<file path="config.mk">
export PLATFORM = sky130hd
export DESIGN_NAME = instr_encoder
export DESIGN_NICKNAME = d
export VERILOG_FILES = /design/src/rtl/instr_encoder.sv
export SDC_FILE = /design/constraint.sdc
export NUM_CORES = 1
export LEC_CHECK = 0
export BUFFER_PORTS_ARGS = -buffer_cell sky130_fd_sc_hd__buf_2
export CAP_MARGIN = 20
export CORE_MARGIN = 4
export CORE_UTILIZATION = 45
export CTS_CLUSTER_DIAMETER = 120
export DETAILED_ROUTE_END_ITERATION = 10
export PLACE_DENSITY_LB_ADDON = 0.15
export SLEW_MARGIN = 20
export SYNTH_ARGS = -nofsm -noshare
export SYNTH_HDL_FRONTEND = slang
export SYNTH_SLANG_ARGS = --single-unit
</file>
<file path="constraint.sdc">
create_clock -name clk -period 5.1 [get_ports clk]
set_clock_uncertainty 0.2 [all_clocks]
set_input_delay 0.765 -clock clk [delete_from_list [all_inputs] [get_ports clk]]
set_output_delay 0.765 -clock clk [all_outputs]
set_load 0.05 [all_outputs]
</file>
<file path="src/rtl/instr_encoder.sv">
// instr_encoder: encodes RV32I instruction requests into raw words and writes them to program memory.
// Optional immediate range rejection is enabled by defining ENC_IMM_RANGE_CHECK_EN.
module instr_encoder #(
  parameter int ADDR_W    = 10,
  parameter int BASE_ADDR = 0
) (
  input  logic              clk,
  input  logic              rst_n,
  input  logic              start,
  input  logic              in_valid,
  output logic              in_ready,
  input  logic [5:0]        in_op,
  input  logic [4:0]        in_rd,
  input  logic [4:0]        in_rs1,
  input  logic [4:0]        in_rs2,
  input  logic [31:0]       in_imm,
  input  logic              in_last,
  output logic              mem_we,
  output logic [ADDR_W-1:0] mem_addr,
  output logic [31:0]       mem_wdata,
  input  logic              mem_ready,
  output logic [ADDR_W:0]   count,
  output logic              err,
  output logic              done
);
  typedef enum logic [1:0] {IDLE, WRITE, DONE} state_t;
  localparam logic [2:0] F_R = 3'd0, F_I = 3'd1, F_S = 3'd2, F_B = 3'd3, F_U = 3'd4, F_J = 3'd5, F_SH = 3'd6;
  localparam logic [6:0] OP_LD = 7'b0000011, OP_ST = 7'b0100011, OP_R = 7'b0110011, OP_IM = 7'b0010011;
  localparam logic [6:0] OP_LUI = 7'b0110111, OP_AUI = 7'b0010111, OP_BR = 7'b1100011;
  localparam logic [6:0] OP_JAL = 7'b1101111, OP_JALR = 7'b1100111;
  localparam logic [6:0] F7A = 7'b0100000, F7Z = 7'b0000000;
  state_t            r_state, w_next;
  logic [ADDR_W-1:0] r_addr;
  logic [ADDR_W:0]   r_count;
  logic [31:0]       r_wdata, w_enc;
  logic              r_last, r_err, w_imm_ok, w_good, w_hs;
  logic [2:0]        w_fmt, w_f3;
  logic [6:0]        w_opc, w_f7;
  always_comb begin
    {w_fmt, w_opc, w_f3, w_f7} = {F_R, 7'd0, 3'd0, F7Z};
    case (in_op)
      6'd0:  {w_fmt, w_opc, w_f3, w_f7} = {F_I, OP_LD, 3'd0, F7Z};
      6'd1:  {w_fmt, w_opc, w_f3, w_f7} = {F_I, OP_LD, 3'd1, F7Z};
      6'd2:  {w_fmt, w_opc, w_f3, w_f7} = {F_I, OP_LD, 3'd2, F7Z};
      6'd3:  {w_fmt, w_opc, w_f3, w_f7} = {F_I, OP_LD, 3'd4, F7Z};
      6'd4:  {w_fmt, w_opc, w_f3, w_f7} = {F_I, OP_LD, 3'd5, F7Z};
      6'd5:  {w_fmt, w_opc, w_f3, w_f7} = {F_S, OP_ST, 3'd0, F7Z};
      6'd6:  {w_fmt, w_opc, w_f3, w_f7} = {F_S, OP_ST, 3'd1, F7Z};
      6'd7:  {w_fmt, w_opc, w_f3, w_f7} = {F_S, OP_ST, 3'd2, F7Z};
      6'd8:  {w_fmt, w_opc, w_f3, w_f7} = {F_R, OP_R, 3'd1, F7Z};
      6'd9:  {w_fmt, w_opc, w_f3, w_f7} = {F_SH, OP_IM, 3'd1, F7Z};
      6'd10: {w_fmt, w_opc, w_f3, w_f7} = {F_R, OP_R, 3'd5, F7Z};
      6'd11: {w_fmt, w_opc, w_f3, w_f7} = {F_SH, OP_IM, 3'd5, F7Z};
      6'd12: {w_fmt, w_opc, w_f3, w_f7} = {F_R, OP_R, 3'd5, F7A};
      6'd13: {w_fmt, w_opc, w_f3, w_f7} = {F_SH, OP_IM, 3'd5, F7A};
      6'd14: {w_fmt, w_opc, w_f3, w_f7} = {F_R, OP_R, 3'd0, F7Z};
      6'd15: {w_fmt, w_opc, w_f3, w_f7} = {F_I, OP_IM, 3'd0, F7Z};
      6'd16: {w_fmt, w_opc, w_f3, w_f7} = {F_R, OP_R, 3'd0, F7A};
      6'd17: {w_fmt, w_opc, w_f3, w_f7} = {F_U, OP_LUI, 3'd0, F7Z};
      6'd18: {w_fmt, w_opc, w_f3, w_f7} = {F_U, OP_AUI, 3'd0, F7Z};
      6'd19: {w_fmt, w_opc, w_f3, w_f7} = {F_R, OP_R, 3'd4, F7Z};
      6'd20: {w_fmt, w_opc, w_f3, w_f7} = {F_I, OP_IM, 3'd4, F7Z};
      6'd21: {w_fmt, w_opc, w_f3, w_f7} = {F_R, OP_R, 3'd6, F7Z};
      6'd22: {w_fmt, w_opc, w_f3, w_f7} = {F_I, OP_IM, 3'd6, F7Z};
      6'd23: {w_fmt, w_opc, w_f3, w_f7} = {F_R, OP_R, 3'd7, F7Z};
      6'd24: {w_fmt, w_opc, w_f3, w_f7} = {F_I, OP_IM, 3'd7, F7Z};
      6'd25: {w_fmt, w_opc, w_f3, w_f7} = {F_R, OP_R, 3'd2, F7Z};
      6'd26: {w_fmt, w_opc, w_f3, w_f7} = {F_I, OP_IM, 3'd2, F7Z};
      6'd27: {w_fmt, w_opc, w_f3, w_f7} = {F_R, OP_R, 3'd3, F7Z};
      6'd28: {w_fmt, w_opc, w_f3, w_f7} = {F_I, OP_IM, 3'd3, F7Z};
      6'd29: {w_fmt, w_opc, w_f3, w_f7} = {F_B, OP_BR, 3'd0, F7Z};
      6'd30: {w_fmt, w_opc, w_f3, w_f7} = {F_B, OP_BR, 3'd1, F7Z};
      6'd31: {w_fmt, w_opc, w_f3, w_f7} = {F_B, OP_BR, 3'd4, F7Z};
      6'd32: {w_fmt, w_opc, w_f3, w_f7} = {F_B, OP_BR, 3'd5, F7Z};
      6'd33: {w_fmt, w_opc, w_f3, w_f7} = {F_B, OP_BR, 3'd6, F7Z};
      6'd34: {w_fmt, w_opc, w_f3, w_f7} = {F_B, OP_BR, 3'd7, F7Z};
      6'd35: {w_fmt, w_opc, w_f3, w_f7} = {F_J, OP_JAL, 3'd0, F7Z};
      6'd36: {w_fmt, w_opc, w_f3, w_f7} = {F_I, OP_JALR, 3'd0, F7Z};
      default: ;
    endcase
  end
  always_comb begin
    w_enc = '0;
    case (w_fmt)
      F_R:  w_enc = {w_f7, in_rs2, in_rs1, w_f3, in_rd, w_opc};
      F_I:  w_enc = {in_imm[11:0], in_rs1, w_f3, in_rd, w_opc};
      F_SH: w_enc = {w_f7, in_imm[4:0], in_rs1, w_f3, in_rd, w_opc};
      F_S:  w_enc = {in_imm[11:5], in_rs2, in_rs1, w_f3, in_imm[4:0], w_opc};
      F_B:  w_enc = {in_imm[12], in_imm[10:5], in_rs2, in_rs1, w_f3, in_imm[4:1], in_imm[11], w_opc};
      F_U:  w_enc = {in_imm[31:12], in_rd, w_opc};
      F_J:  w_enc = {in_imm[20], in_imm[10:1], in_imm[11], in_imm[19:12], in_rd, w_opc};
      default: ;
    endcase
  end
`ifdef ENC_IMM_RANGE_CHECK_EN
  // Signed range checks reduce to "all bits above the field MSB equal the sign".
  always_comb begin
    w_imm_ok = 1'b1;
    case (w_fmt)
      F_I, F_S: w_imm_ok = &in_imm[31:11] | ~|in_imm[31:11];
      F_SH:     w_imm_ok = ~|in_imm[31:5];
      F_B:      w_imm_ok = (&in_imm[31:12] | ~|in_imm[31:12]) & ~in_imm[0];
      F_J:      w_imm_ok = (&in_imm[31:20] | ~|in_imm[31:20]) & ~in_imm[0];
      F_U:      w_imm_ok = ~|in_imm[11:0];
      default: ;
    endcase
  end
`else
  assign w_imm_ok = 1'b1;
`endif
  assign w_good = (in_op <= 6'd36) && w_imm_ok;
  assign w_hs = (r_state == WRITE) && mem_ready;
  always_comb begin
    w_next = r_state;
    case (r_state)
      IDLE:    w_next = (in_valid && w_good) ? WRITE : IDLE;
      WRITE:   w_next = mem_ready ? (r_last ? DONE : IDLE) : WRITE;
      default: w_next = IDLE;
    endcase
  end
  always_ff @(posedge clk or negedge rst_n) begin
    if (!rst_n) begin
      r_state <= IDLE;
      r_addr  <= ADDR_W'(BASE_ADDR);
      r_count <= '0;
      r_wdata <= '0;
      r_last  <= 1'b0;
      r_err   <= 1'b0;
    end else begin
      r_state <= w_next;
      if (r_state == IDLE) begin
        if (start) begin
          r_addr  <= ADDR_W'(BASE_ADDR);
          r_count <= '0;
          r_err   <= 1'b0;
        end
        if (in_valid && w_good) begin
          r_wdata <= w_enc;
          r_last  <= in_last;
        end
        if (in_valid && !w_good) r_err <= 1'b1;
      end
      if (w_hs) begin
        r_addr <= r_addr + ADDR_W'(1);
        if (!r_count[ADDR_W]) r_count <= r_count + (ADDR_W+1)'(1);
      end
    end
  end
  assign in_ready  = (r_state == IDLE);
  assign mem_we    = (r_state == WRITE);
  assign mem_addr  = r_addr;
  assign mem_wdata = r_wdata;
  assign count     = r_count;
  assign err       = r_err;
  assign done      = (r_state == DONE);
endmodule

</file>
Word level (Yosys, flattened, before mapping) --
Index checks and enable logic that the tools add are counted.
Storage, ports and cells: bits in registers 57, input port bits 59
Operators by class: add/sub/neg operators 2, order comparisons 1, equal/unequal tests 44, muxes and demuxes 18, reductions and logical operators 29
Operators by type and width (number):
- one-hot mux 32 bit (7 select lines) | 1
- equality test 6 x 5 -> 1 bit, second input constant | 16
- one-hot mux 7 bit (9 select lines) | 1
- equality test 6 x 4 -> 1 bit, second input constant | 8
- 2-to-1 mux 11 bit | 4
- equality test 6 bit, second input constant | 5
- 2-to-1 mux 10 bit | 3
- equality test 6 x 3 -> 1 bit, second input constant | 4
- one-hot mux 3 bit (7 select lines) | 1
- one-hot mux 3 bit (6 select lines) | 1
- OR reduction 3 bit | 5
- equality test 6 x 2 -> 1 bit, second input constant | 2
- OR reduction 12 bit | 1
- OR reduction 6 bit | 2
- adder 11 x 1 -> 11 bit, second input constant | 1
- adder 10 x 1 -> 10 bit, second input constant | 1
- OR reduction 10 bit | 1
- OR reduction 5 bit | 2
- equality test 3 bit, second input constant | 3
- OR reduction 9 bit | 1
- OR reduction 4 bit | 2
- equality test 3 x 2 -> 1 bit, second input constant | 2
- equality test 6 x 1 -> 1 bit, second input constant | 1
- less-or-equal comparator 6 bit, second input constant | 1
- other kinds (15) | 25

Logic depth before layout (Yosys ltp) --
Gate-level depths: netlist of run 1.
word-level depth 5, gate-level depth with buffers 8, depth with buffers taken out 6

Worst setup path before layout of run 1 --
OpenSTA, ideal clock, no wires.
path type register to register, start point register r_state[0], end point register r_wdata[14], in the netlist mem_wdata[14], setup time 0.121 ns, data arrival time 2.027 ns, path slack 2.752 ns, stages on the path, launching flop included 7, path buffers 1, cell sequence dfrtp_1 nor2_1 nand2_2 a21o_1 buf_6 a21o_1 o22a_1
Between the ends: longest elaborated chain between the ends 2
Ends and longest elaborated chain:
- start, declared | line 32 | state_t r_state, w_next;
- start signal, assigned | line 130 | r_state <= w_next;
- logical NOT 2 bit
- net in_ready | line 11 | output logic in_ready,
- AND reduction 2 bit (no line)
- end signal, assigned | line 138 | r_wdata <= w_enc;
- end, declared | line 35 | logic [31:0] r_wdata, w_enc;
The timed path passes the listed nets, and every way through them passes these cells. A chain may end at the register's enable or synchronous reset.

Final worst setup path of run 1 --
start point input in_op[0], end point register r_state[0]
Between the ends: longest elaborated chain between the ends 4
Ends and longest elaborated chain:
- start, declared | line 12 | input logic [5:0] in_op,
- less-or-equal comparator 6 bit | line 111 | assign w_good = (in_op <= 6'd36) && w_imm_ok;
- logical AND 1 bit | line 116 | IDLE: w_next = (in_valid && w_good) ? WRITE : IDLE;
- 2-to-1 mux 1 bit | line 116
- one-hot mux 2 bit (2 select lines) | line 115 | case (r_state)
- net w_next[0] | line 32
The timed path passes the listed nets, and every way through them passes these cells.

==> results of run 1 <==
## kinds of logic (layout without fill, tap and decap cells)
logic type | after synthesis | count (layout)
AND/OR/NAND/NOR | 161 | 161
AO/OA/AOI/OAI | 116 | 116
flip-flops | 56 | 56
buffers and inverters | 31 | 128
multiplexers | 14 | 14
XOR/XNOR | 6 | 6
adder cells (fa/ha/maj) | 2 | 2
## critical path: cells and delay by family
kind | cells | cell delay, ns
simple gates | 1 | 0.15
buf+inv | 1 | 0.45
compound gates | 3 | 1.10
## layout make-up
class	instances	area, µm²
fillers	760	3310
multi-input cells	299	1840
clock inverters	1	8.76
clock buffers	6	82.6
flip-flops and latches	56	1400
well taps	99	124
inverters	4	15.0
repair buffers	117	591
## cell usage in the layout (no fill, tap or decap), types with 6 or more instances in the layout
| master | Yosys | routed |
|---|---|---|
| a21oi_1 | 20 | 20 |
| a221oi_1 | 6 | 6 |
| a22oi_1 | 6 | 6 |
| a31oi_1 | 7 | 7 |
| buf_2 | 9 | 115 |
| clkbuf_8 | 0 | 6 |
| dfrtp_1 | 56 | 56 |
| mux2i_1 | 14 | 14 |
| nand2_1 | 47 | 47 |
| nand2b_1 | 11 | 11 |
| nand3_1 | 20 | 20 |
| nor2_1 | 38 | 38 |
| nor2b_1 | 9 | 9 |
| o21ai_0 | 30 | 30 |
## worst min-delay path by stage
stage / start / endpoint / slack (ns) / depth (start not counted)
after floorplan: r_last / r_last / 0.24 / 2
after global placement: r_last / r_last / 0.25 / 2
after detailed placement: r_last / r_last / 0.26 / 2
after CTS: r_last / r_last / 0.28 / 2
after global routing: mem_wdata[16] / mem_wdata[16] / 0.31 / 2
final: r_last / r_last / 0.28 / 2
## metal layers
metal | vias up | GRT usage, % | wire length [µm]
met5 | - | 0 | 0
met4 | 0 | 5.33 | 116
met3 | 8 | 4.74 | 752
met2 | 123 | 29.3 | 3990
met1 | 1558 | 29.3 | 4300
li1 | 1608 | - | -
## registers in the layout, indices dropped and copies added (netlist names)
register	cells
r_last	1
err	1
mem_addr	10
count	11
r_state	2
mem_wdata	31
## power groups by stage
stage	logic, W	registers [W]	clock network, W
after CTS	0.000665	0.000583	0.000259
final	0.000661	0.000582	0.000250
after global routing	0.000711	0.000595	0.000278
after floorplan	0.000208	0.000878	0
after detailed placement	0.000664	0.000590	0
after global placement	0.000657	0.000590	0
## per-stage QoR
stage	utilization (%)	hold WS [ns]	worst slack [ns]	std cells	total power (W)
floorplan	-	0.237	2.75	386	0.00109
global placement	53.9	0.250	2.34	575	0.00125
detailed placement	53.9	0.257	2.24	575	0.00125
CTS	55.1	0.281	2.57	582	0.00151
global route	55.1	0.310	2.33	582	0.00158
finish	55.1	0.277	2.57	582	0.00149
==> impl_metrics.yaml, run 1 <==
cells_and_area:
  finalNetCount: 544
  syn_to_final_growth_pct: 17.7
  design_area_um2: 4060
  num_antenna_cells: 0
  drive_above_1_share_pct: 29.0
min_path:
  hold_path.class: "reg -> reg"
place:
  port_buffers: 115
  dp_hpwl_mm: 6.73
  placed_cell_area_um2: 3970
  place_congestion: 0.876
pwr:
  p_leak_nw: 1.96
  intPower_w: 0.000799
  switchingPower_w: 0.000694
  seqPwrFrac_pct: 38.9
  clkPwrFrac_pct: 16.8
  pwr_density_cell_nw_per_um2: 368
  peakVddDrop_mv: 0.220
  p_comb_share_pct: 44.3
  switching_share_pct: 46.5
clock_tree:
  post_cts_resized: 0
  cts.sinks: 56
  clock_tree.root_cell: "clkbuf_8"
  path_clk_slew_ns: 0.10
  cts_setup_buffers: 0
  cts_made_buffers: 5
  clockBufferDepth: 2
  cts_tree: "built"
  htreeDepth: 2
  insertion_delay_ns: 0.30
  cts_hold_buffers: 0
critical_path:
  timing.rr.end: "mem_wdata[28]"
  rr_worst_depth: 5
  critPathArrivalTime_ns: 2.47
  critPathRequiredTime_ns: 5.04
  cp-end-kind: "flop"
  critical_path.endpoint: "r_state[0]"
  cp_slowest_cell: "a21o_1"
  critical_path_class: "in -> reg"
  crit_chain: "buf_2, o21ai_4, nand2_2, a21o_1, o21ai_0"
  reg2reg_setup_slack_ns: 2.90
  cp-start-kind: "input pin"
  path_max_fanout: 30
  r2r_start: "r_state[0]"
  cp-startpoint: "in_op[0]"
  critical_path.max_stage_delay_ns: 0.77
yosys:
  synthXorXnorAreaFrac_pct: 1.74
  synth_seq_cells: 56
  synth_top_cell_area_share_pct: 40.6
  yosysTopAreaCell: "dfrtp_1"
  synth-async-reset-ratio_pct: 100
  synth_cell_types: 68
  synth_fp_nets: 447
  yosys.area_share.simple_pct: 23.8
  yosysMostFrequentCell: "dfrtp_1"
  ys.flop_type: "dfrtp_1"
  synth_edf_count: 0
  synth_top_family_by_area: "simple AND/OR/NAND/NOR gates"
  netlist_instances: 386
  synthTopCellsByArea: "dfrtp_1 41%, nand2_1 5.1%, o21ai_0 4.3%, nor2_1 4.1%, mux2i_1 4.1%"
  synth_warnings: 0
  avgSynthCellArea_um2: 8.94
  synthAdderAreaFrac_pct: 0.725
  syn_area_um2: 3450
  synth-compound-area-share_pct: 23.0
  synthMuxAreaShare_pct: 4.06
  yosysSeqAreaShare_pct: 40.6
  ys_top_cells_by_count: "56 x dfrtp_1, 47 x nand2_1, 38 x nor2_1, 30 x o21ai_0"
sta:
  slew_headroom_pct: 36.3
  final_max_slew_viol_count: 0
  worstMarginPinSlew_ns: 0.955
  min_period_ns: 2.53
  rsz0062_at_grt: "false"
  finalHoldViolations: 0
  setup_viol: 0
  fin_crit_sh_pct: 49.6
  setup_tns_ns: 0
  fmax_ghz: 0.395
floorplanning:
  die_h_um: 95.6
  dieArea_um2: 9140
  fp.coreArea_um2: 7370
  die_w_um: 95.6
  start_util_pct: 46.8
  fp-row-count: 31
  ios: 116
flow_run:
  cap_violations: 0
global_route:
  gr-total-overflow: 0
  grt_pass1_wl_mm: 14.5
  antenna_found_initial: 0
  grt_max_degree: 57
  grt_pass1_vias: 3007
  grt_usage_pct: 19.9
route:
  drt-initial-drc-count: 180
  wl_per_cell_um: 15.7
  via_per_inst: 5.66
  drcViolationCount: 0
  wl_mm: 9.17
  drt.antenna.violating_nets: 0
  first_pass_iters: 4
  vias: 3297
status:
  status: "completed"
(Power assumes the default switching activity.)
==> run 2: changes to the inputs <==
==> constraint.sdc (replaced) <==
create_clock -name clk -period 2.05 [get_ports clk]
set_clock_uncertainty 0.2 [all_clocks]
set_input_delay 0.3075 -clock clk [delete_from_list [all_inputs] [get_ports clk]]
set_output_delay 0.3075 -clock clk [all_outputs]
set_load 0.05 [all_outputs]
==> impl_metrics.yaml, run 2 (synthesized netlist as in run 1, its figures left out) <==
cells_and_area:
  num_antenna_cells: 0
  design_area_um2: 4320
  syn_to_final_growth_pct: 25.0
  final_common_cell: "buf_2"
  largest_register_ffs: 31
  drive_above_1_share_pct: 32.2
  finalNetCount: 569
  nFillCells: 687
  final_cell_mix: "115 x buf_2, 56 x dfrtp_1, 47 x nand2_1, 37 x nor2_1, 30 x o21ai_0"
  finish.utilization_pct: 58.6
sta:
  finalHoldViolations: 0
  fin_hold_ws_ns: 0.0572
  worstMarginPinSlew_ns: 0.429
  setup_viol: 0
  setup_slack_ns: 0.206
  rsz0062_at_grt: "false"
  fmax_ghz: 0.542
  final_max_slew_viol_count: 0
  fin_crit_sh_pct: 90.0
  min_period_ns: 1.84
  slew_headroom_pct: 71.4
place:
  post-place-ws_ns: -0.0153
  port_buffers: 115
  place_congestion: 0.995
  dp_hpwl_mm: 7.34
  placed_cell_area_um2: 4180
flow_run:
  cap_violations: 0
clock_tree:
  htreeDepth: 2
  cts_hold_buffers: 2
  clockBufferDepth: 2
  insertion_delay_ns: 0.30
  cts_tree: "built"
  cts_setup_buffers: 0
  path_clk_slew_ns: 0.10
  clock_tree.root_cell: "clkbuf_8"
  cts.sinks: 56
  cts_made_buffers: 5
  post_cts_resized: 0
min_path:
  hold_path.class: "in -> reg"
route:
  drcViolationCount: 0
  wl_mm: 9.55
  wl_per_cell_um: 15.7
  drt.antenna.violating_nets: 0
  via_per_inst: 5.55
  first_pass_iters: 5
  vias: 3376
  drt-initial-drc-count: 162
global_route:
  gr-total-overflow: 0
  grt_pass1_wl_mm: 15.3
  grt_usage_pct: 21.3
  grt_pass1_vias: 3228
  grt_max_degree: 57
  antenna_found_initial: 0
floorplanning:
  die_w_um: 95.6
  ios: 116
  start_util_pct: 46.8
  die_h_um: 95.6
  fp-row-count: 31
  dieArea_um2: 9140
  fp.coreArea_um2: 7370
pwr:
  peakVddDrop_mv: 0.585
  p_leak_nw: 2.10
  pwr_density_cell_nw_per_um2: 902
critical_path:
  critPathRequiredTime_ns: 2.07
  reg2reg_setup_slack_ns: 0.21
  cp-end-kind: "flop"
  critical_path_class: "reg -> reg"
  path_max_fanout: 21
  cp-start-kind: "flop"
  rr_worst_depth: 7
  r2r_start: "r_state[0]"
  critPathArrivalTime_ns: 1.87
  cp-startpoint: "r_state[0]"
  critical_path.endpoint: "mem_wdata[22]"
  timing.rr.end: "mem_wdata[22]"
status:
  status: "completed"
[run 2: layer usage]
layer | wire (µm) | track usage [%]
met1 | 4350 | 30.8
met2 | 4260 | 32.8
met3 | 830 | 4.18
met4 | 111 | 5.09
met5 | 0 | 0
[run 2: power breakdown]
group | leakage [nW] | switching [W] | internal [W]
logic | 1.34 | 0.00125 | 0.000449
clock network | 0.0558 | 0.000362 | 0.000370
registers | 0.703 | 0.000139 | 0.00132
total | 2.10 | 0.00176 | 0.00214
[run 2: final cells by class]
type / instances / area [µm²] / share of cell area, %
inverters: 4 / 15.0 / 0.348
clock buffers: 6 / 72.6 / 1.68
clock inverters: 2 / 38.8 / 0.899
repair buffers: 142 / 821 / 19.0
flip-flops and latches: 56 / 1400 / 32.5
multi-input cells: 299 / 1840 / 42.7
well taps: 99 / 124 / 2.87
[run 2: worst min-delay path by stage]
stage / startpoint / endpoint / slack (ns) / cells past startpoint
2_1_floorplan: rst_n / count[0] / -0.19 / 0
3_3_place_gp: rst_n / count[5] / 0.13 / 2
3_5_place_dp: rst_n / mem_wdata[16] / 0.13 / 2
4_1_cts: mem_ready / r_state[0] / 0.05 / 2
5_1_grt: mem_ready / r_state[0] / 0.04 / 2
6_report: mem_ready / r_state[0] / 0.06 / 2
[run 2: worst max-delay path: stages (launching register included)]
cell     delay, ns
dfrtp_1       0.43
nor2_2        0.21
nand2_2       0.16
a21oi_2       0.21
buf_12        0.18
buf_4         0.17
nor2_1        0.05
a31oi_1       0.15
[run 2: metrics by stage]
step / setup TNS [ns] / total power (W) / std cells
3_3_place_gp: 0 / 0.00316 / 598
6_report: 0 / 0.00389 / 608
2_1_floorplan: 0 / 0.00271 / 386
3_5_place_dp: -0.0153 / 0.00318 / 598
5_1_grt: 0 / 0.00411 / 608
4_1_cts: 0 / 0.00393 / 608
